--- src/rtl/dmem_wait_ctrl.sv ---
// Word-organised data memory with req/ack handshake, LATENCY wait states and a dump engine.
// Optional feature macro: DMEM_BYTE_STROBE_EN adds the dm_be byte-enable port.
module dmem_wait_ctrl #(
  parameter int N       = 64,
  parameter int DEPTH   = 64,
  parameter int LATENCY = 1
) (
  input  logic                     clk,
  input  logic                     reset,
  input  logic                     dm_req,
  input  logic                     dm_we,
  input  logic [N-1:0]             dm_addr,
  input  logic [N-1:0]             dm_wdata,
`ifdef DMEM_BYTE_STROBE_EN
  input  logic [N/8-1:0]           dm_be,
`endif
  output logic                     dm_ack,
  output logic [N-1:0]             dm_rdata,
  output logic                     dm_err,
  output logic                     dm_stall,
  input  logic                     dump,
  output logic                     dump_valid,
  output logic [$clog2(DEPTH)-1:0] dump_idx,
  output logic [N-1:0]             dump_data,
  output logic                     dump_done
);

  localparam int AW = $clog2(DEPTH);
  localparam int B  = $clog2(N / 8);
  localparam int NB = N / 8;
  localparam logic [AW:0] PTR_END = (AW + 1)'(DEPTH);

  typedef enum logic [1:0] {ST_IDLE, ST_WAIT, ST_DUMP} state_t;

  state_t         state_q, state_d;
  logic [3:0]     cnt_q, cnt_d;
  logic [AW:0]    ptr_q, ptr_d;
  logic           pend_q, pend_d;
  logic           dump_q;
  logic           dump_valid_q, dump_done_q;
  logic [AW-1:0]  dump_idx_q;

  logic [AW-1:0]  idx_q;
  logic           we_q, err_q;
  logic [N-1:0]   wdata_q;
  logic [NB-1:0]  wr_be;

  logic           accept, ack, wr_en, dump_rise, pend_eff, in_range_err;
  logic [AW-1:0]  rd_addr;
  logic [N-1:0]   rd_word;
  logic           unused_addr;

  assign unused_addr  = ^dm_addr;
  assign in_range_err = (dm_addr >> (AW + B)) != '0;
  assign dump_rise    = dump & ~dump_q;
  assign pend_eff     = pend_q | dump_rise;
  assign ack          = (state_q == ST_WAIT) && (cnt_q == 4'd0);
  assign wr_en        = ack & we_q & ~err_q & ~reset;

  always_comb begin
    state_d = state_q;
    cnt_d   = cnt_q;
    ptr_d   = ptr_q;
    pend_d  = pend_q;
    accept  = 1'b0;
    case (state_q)
      ST_IDLE: begin
        if (pend_eff) begin
          state_d = ST_DUMP;
          ptr_d   = '0;
          pend_d  = 1'b0;
        end else if (dm_req) begin
          state_d = ST_WAIT;
          cnt_d   = 4'(LATENCY - 1);
          accept  = 1'b1;
        end
      end
      ST_WAIT: begin
        if (dump_rise) pend_d = 1'b1;
        if (cnt_q != 4'd0) begin
          cnt_d = cnt_q - 4'd1;
        end else if (pend_eff) begin
          // Dump queued behind the access starts straight after its ack.
          state_d = ST_DUMP;
          ptr_d   = '0;
          pend_d  = 1'b0;
        end else begin
          state_d = ST_IDLE;
        end
      end
      ST_DUMP: begin
        pend_d = 1'b0;
        ptr_d  = ptr_q + 1'b1;
        if (ptr_q == PTR_END) begin
          state_d = ST_IDLE;
          ptr_d   = '0;
        end
      end
      default: state_d = ST_IDLE;
    endcase
  end

  always_ff @(posedge clk) begin
    if (reset) begin
      state_q      <= ST_IDLE;
      cnt_q        <= 4'd0;
      ptr_q        <= '0;
      pend_q       <= 1'b0;
      dump_q       <= 1'b0;
      dump_valid_q <= 1'b0;
      dump_idx_q   <= '0;
      dump_done_q  <= 1'b0;
    end else begin
      state_q      <= state_d;
      cnt_q        <= cnt_d;
      ptr_q        <= ptr_d;
      pend_q       <= pend_d;
      dump_q       <= dump;
      // Beats trail the read pointer by one cycle because the RAM read is registered.
      dump_valid_q <= (state_q == ST_DUMP) && !ptr_q[AW];
      dump_idx_q   <= ((state_q == ST_DUMP) && !ptr_q[AW]) ? ptr_q[AW-1:0] : '0;
      dump_done_q  <= (state_q == ST_DUMP) && ptr_q[AW];
    end
  end

  always_ff @(posedge clk) begin
    if (accept) begin
      idx_q   <= dm_addr[AW+B-1:B];
      we_q    <= dm_we;
      err_q   <= in_range_err;
      wdata_q <= dm_wdata;
    end
  end

`ifdef DMEM_BYTE_STROBE_EN
  logic [NB-1:0] be_q;
  always_ff @(posedge clk) begin
    if (accept) be_q <= dm_be;
  end
  assign wr_be = be_q;
`else
  assign wr_be = '1;
`endif

  // Read the incoming address while idle so data is ready even for LATENCY=1.
  always_comb begin
    rd_addr = idx_q;
    if (state_q == ST_DUMP)      rd_addr = ptr_q[AW-1:0];
    else if (state_q == ST_IDLE) rd_addr = dm_addr[AW+B-1:B];
  end

  genvar gi;
  generate
    for (gi = 0; gi < NB; gi++) begin : g_lane
      logic [7:0] mem_lane [DEPTH];
      logic [7:0] rd_lane_q;
      always_ff @(posedge clk) begin
        if (wr_en && wr_be[gi]) mem_lane[idx_q] <= wdata_q[gi*8 +: 8];
        rd_lane_q <= mem_lane[rd_addr];
      end
      assign rd_word[gi*8 +: 8] = rd_lane_q;
    end
  endgenerate

  assign dm_ack     = ack;
  assign dm_err     = ack & err_q;
  assign dm_rdata   = (ack && !err_q) ? rd_word : '0;
  assign dm_stall   = (dm_req & ~ack) | (state_q == ST_DUMP);
  assign dump_valid = dump_valid_q;
  assign dump_idx   = dump_idx_q;
  assign dump_data  = dump_valid_q ? rd_word : '0;
  assign dump_done  = dump_done_q;

endmodule
--- config.mk ---
export PLATFORM = sky130hd
export DESIGN_NAME = dmem_wait_ctrl
export DESIGN_NICKNAME = d
export VERILOG_FILES = /design/src/rtl/dmem_wait_ctrl.sv
export SDC_FILE = /design/constraint.sdc
export NUM_CORES = 2
export LEC_CHECK = 0
export BUFFER_PORTS_ARGS = -buffer_cell sky130_fd_sc_hd__buf_2
export CORE_ASPECT_RATIO = 1.25
export CORE_MARGIN = 1
export CORE_UTILIZATION = 61
export CTS_BUF_LIST = sky130_fd_sc_hd__clkbuf_2
export CTS_CLUSTER_SIZE = 8
export DETAILED_ROUTE_END_ITERATION = 8
export GPL_ROUTABILITY_DRIVEN = 0
export PLACE_DENSITY_LB_ADDON = 0.25
export SYNTH_ARGS = -nofsm -noshare
export SYNTH_HDL_FRONTEND = slang
export SYNTH_SLANG_ARGS = --single-unit
--- constraint.sdc ---
create_clock -name clk -period 23.3 [get_ports clk]
set_input_delay 3.495 -clock clk [delete_from_list [all_inputs] [get_ports clk]]
set_output_delay 3.495 -clock clk [all_outputs]
set_load 0.05 [all_outputs]
* Word-level counts from Yosys, hierarchy flattened *
Memories as Yosys holds them, arrays and structs flattened. A register that Yosys moved wholly into a read port is not among the register bits.
Cells that the tools add are included.

storage, ports and cells
  memory bits (writable) = 4096
  memories = 8
  bits of input ports = 133
  register bits after elaboration = 95
  word-level logic and storage cells = 90

memories
  name                depth  bits a word  read ports  clocked after memory_dff  wr ports  RTL line  RTL
  g_lane[0].mem_lane  64     8            1           1                         1         155       logic [7:0] mem_lane [DEPTH];
  g_lane[1].mem_lane  64     8            1           1                         1         155
  g_lane[2].mem_lane  64     8            1           1                         1         155
  g_lane[3].mem_lane  64     8            1           1                         1         155
  g_lane[4].mem_lane  64     8            1           1                         1         155
  g_lane[5].mem_lane  64     8            1           1                         1         155
  2 more memories     -      -            -           -                         -         -

operators by class
  add/subtract/negate cells = 2
  muxes and demuxes = 28
  reductions and logical operators = 17
  bitwise operators = 13
  equal/unequal tests = 10

operators by type and width
  operator                                                            count
  64-bit 2-to-1 mux                                                   2
  64-bit nonzero test                                                 1
  7-bit 2-to-1 mux                                                    3
  7-bit one-hot mux with 3 select lines                               1
  4-bit 2-to-1 mux                                                    3
  6-bit 2-to-1 mux                                                    2
  2-bit 2-to-1 mux                                                    5
  2-bit != test, second input constant                                5
  1-bit 2-to-1 mux                                                    9
  4-bit one-hot mux with 2 select lines                               1
  7-bit by 1-bit adder with 7-bit output, second input constant       1
  7-bit == test, second input constant                                1
  1-bit bitwise AND                                                   6
  2-bit one-hot mux with 3 select lines                               1
  1-bit inverter                                                      5
  1-bit logical AND                                                   4
  4-bit zero test                                                     1
  2-bit AND reduction                                                 2
  4-bit AND reduction                                                 1
  4-bit nonzero test                                                  1
  4-bit by 1-bit subtractor with 4-bit output, second input constant  1
  3-bit != test, second input constant                                1
  1-bit one-hot mux with 3 select lines                               1
  3-bit AND reduction                                                 1
  other kinds (9)                                                     11

* Depth between registers and ports, before layout *
  depth in word-level cells = 7
  gate-level depth with buffers = 13
  depth with buffers taken out = 8

* Worst setup path after synthesis *
Ideal clock, no wire load.

  kind = in2reg
  from = input dump
  to = register cnt_q[0]
  arrival = 11.965 ns
  required time = 23.235 ns
  cell stages on the path = 6
  setup time = 0.065 ns
  slack = 11.269 ns
  cells stage by stage = a21o_1 nor4_1 nor2_1 nor3_1 a21oi_1 nor2_1

on the way
  longest elaborated chain between the ends = 4

RTL lines
  what                           RTL line  RTL
  start, declared                21        input logic dump,
  1-bit bitwise AND              55        assign dump_rise = dump & ~dump_q;
  1-bit OR                       56        assign pend_eff = pend_q | dump_rise;
  2-bit != test (no line)        -
  4-bit AND reduction (no line)  -
  end signal, assigned           115       cnt_q <= cnt_d;
  end, declared                  36        logic [3:0] cnt_q, cnt_d;

No other way between the ends.
A chain may end at the register's enable or synchronous reset.

* Worst setup path in the final report *
  from = input dm_addr[3]
  to = register g_lane[3].rd_lane_q[5], read port of g_lane[3].mem_lane

on the way
  longest elaborated chain between the ends = 2

RTL lines
  what              RTL line  RTL
  start, declared   12        input logic [N-1:0] dm_addr,
  6-bit 2-to-1 mux  149       else if (state_q == ST_IDLE) rd_addr = dm_addr[AW+B-1:B];
  6-bit 2-to-1 mux  148       if (state_q == ST_DUMP) rd_addr = ptr_q[AW-1:0];
  end, declared     156       logic [7:0] rd_lane_q;

No other way between the ends.

==> run summary <==
minimum clock period: 8260 ps
synthesized cell area: 164000 sq um
post-CTS setup buffers: 0
Max Used Layer: met5
via count: 103000
max frequency: 121 MHz
number of global-route vias before repair: 101000
Reg-to-Reg Start: state_q[1]
post-route ant nets: 0
yosys warns: 0
clock buffer depth: 4
hpwl dp: 218000 microns
worst skew pair latency: 1970 ps
Die ar.: 270000 sq um
Gates resized, CTS repair: 0
Post-Synthesis Cells: 10900
Pins Over Slew Limit: 0
worst path required time: 25080 ps
setup_tns: 0 ps
drt drc: 0
Crit Path Max Fanout: 203
worst-margin pin slew: 1370 ps
1st-iter DRT viols: 13900
DRT Pass-1 Iters: 8
Synth area leaders: edfxtp_1 (76%), a21oi_1 (4.7%), nand2_1 (4.5%)
most frequent cells after synthesis: edfxtp_1 (4168), nand2_1 (1945), a21oi_1 (1548), mux2i_1 (645), clkbuf_1 (416)
Met1 Routed Length: 157000 microns
core area: 267000 sq um
hold slack: 548 ps
hold_sp: ptr_q[1]
total congestion overflow: 0
Max Cap Viol: 0
most common cell in the synthesized netlist: edfxtp_1
gr usage total: 0.320
CTS Buf Count: 918
Total Wirelength: 441000 microns
Die Y: 581 microns
hold crit path type: flip-flop to flip-flop
FF+latch count, synth: 4255
WL met2: 211000 microns
clk slew on worst S/H paths: 110 ps
endpoints failing hold: 0
htree depth: 6
Unique masters post-synth: 43
Area growth, synth to finish: 8.48%
largest net degree at the start of global routing: 207
clk root buf: clkbuf_2
CP Launch Point: dm_addr[3]
clock sink count: 4255
leading register cell type out of synthesis: edfxtp_1
PortBufs: 268
Leak: 0.0618 uW
Hold Buf Count CTS: 0
RSZ-0062 raised after global routing: false
fin crit share: 0.355
Yosys top cell area share: 0.764
CP Launch Type: input port
Initial Util: 0.614
first-pass GRT wire length: 633000 microns
CTS tree: built
status: finished, final reports clean
Post-Route Skew: 152 ps
final layout net count: 11700
Boundary Pins: 272
register area share after synthesis: 0.775
Setup Crit Path Kind: input port to flip-flop
CP Capture Type: flip-flop
slew margin rel.: 0.0884
Vias/cell: 6.48
WP data arrival: 10040 ps
Synth Area per Inst: 15.1 sq um
met3 wire len: 53700 microns
chip width: 465 microns
Yosys top cell by area: edfxtp_1
ys async rst share: 0
share of layout cells above drive strength 1: 0.171
Peak VDD IR: 0.0000504 V
Rows: 212
# setup viols final: 0
syn_nets: 11000
EDFF count, synth: 4168
Avg WL per Cell: 27.8 microns
Pwr Density: 82.9 nW/um^2
Fillers: 18300
initial antenna violation count: 37
-- cells by family after synthesis --
| kind of cell | after synthesis | synth area share |
|---|---|---|
| buffers and inverters | 752 | 0.0199 |
| AOI/OAI and AO/OA | 2720 | 0.102 |
| DFF | 4255 | 0.775 |
| xor gates and xnor gates | 2 | 0.000107 |
| adders and majority gates | 4 | 0.000306 |
| and+or+nand+nor | 2486 | 0.0630 |
| muxes | 646 | 0.0395 |
-- layout make-up --
cell class                 count  area (sq um)  area share
antenna                       11          27.5    0.000155
clock buffer                1378          6900      0.0388
clock inverter               274          1580     0.00891
inverter                       7          26.3    0.000148
multi-input combinational   5858         34200       0.192
sequential                  4255        127000       0.715
tap                         3531          4420      0.0249
timing repair buffer         544          3560      0.0201
-- per-layer routing --
layer	vias up	GRT usage
met1	50800	0.419
met3	1233	0.0643
met5	-	0
met4	26	0.137
met2	6860	0.524
li1	43900	-
-- where the power goes --
group	switching (uW)	internal, uW	leakage [uW]	total (uW)
Combinational	1210	512	0.0172	1720
Clock	2750	1760	0.00648	4520
Sequential	47.4	8440	0.0382	8490
Total	4010	10700	0.0618	14700
-- registers in the layout, summed over array words and instances, names as in the netlist, 2 cells and up --
register,flops
cnt_q,4
state_q,2
ptr_q,7
dump_idx,6
g_lane.rd_lane_q,64
wdata_q,64
idx_q,6
g_lane.mem_lane,4096
-- path summary, 6_finish.rpt --
path                                  to  slack, ps  cells past startpoint
hold / removal               dump_idx[1]        550                      2
hold reg to reg              dump_idx[1]        550                      2
setup / recovery  g_lane[3].rd_lane_q[5]      15040                     13
setup reg to reg  g_lane[3].rd_lane_q[5]      15900                     12
-- critical path, stage by stage --
cell	delay, ps
buf_2	110
mux2_4	290
o21ai_4	150
buf_12	610
buf_4	900
buf_4	650
buf_4	950
buf_12	610
mux2i_1	180
a221oi_1	350
a211oi_1	110
o22ai_1	730
a221o_1	310
-- metrics by stage --
stage / util / power, uW / setup slack, ps / cell area (sq um) / std cells
finish: 0.666 / 14700 / 15040 / 178000 / 15900
global route: 0.665 / 15200 / 14990 / 178000 / 15900
CTS: 0.665 / 14800 / 15400 / 178000 / 15800
detailed placement: 0.634 / 10400 / 13410 / 169000 / 14200
global placement: 0.634 / 10300 / 13530 / 169000 / 14200
floorplan: - / 9800 / 11270 / 164000 / 10900
-- placed cells by master (no fill, tap or decap), drive strengths merged, types with 2 or more instances in the layout --
cell type / instances
edfxtp: 4168
nand2: 1945
a21oi: 1549
clkbuf: 1378
mux2i: 645
buf: 544
a22oi: 385
o22ai: 320
clkinv: 236
nor4: 144
nor3: 137
and2: 134
a221oi: 128
a22o: 128
a211oi: 128
dfxtp: 87
nor2: 85
a221o: 64
inv: 19
bufinv: 17
o21ai: 13
diode: 11
clkinvlp: 9
nand3: 7
and3: 6
nor2b: 4
or3: 4
nand3b: 4
ha: 4
o21a: 4
nand2b: 3
nor3b: 3
nand4: 3
nand4b: 3
or3b: 2
xor2: 2
No activity file was read; power rests on OpenSTA's default activity.
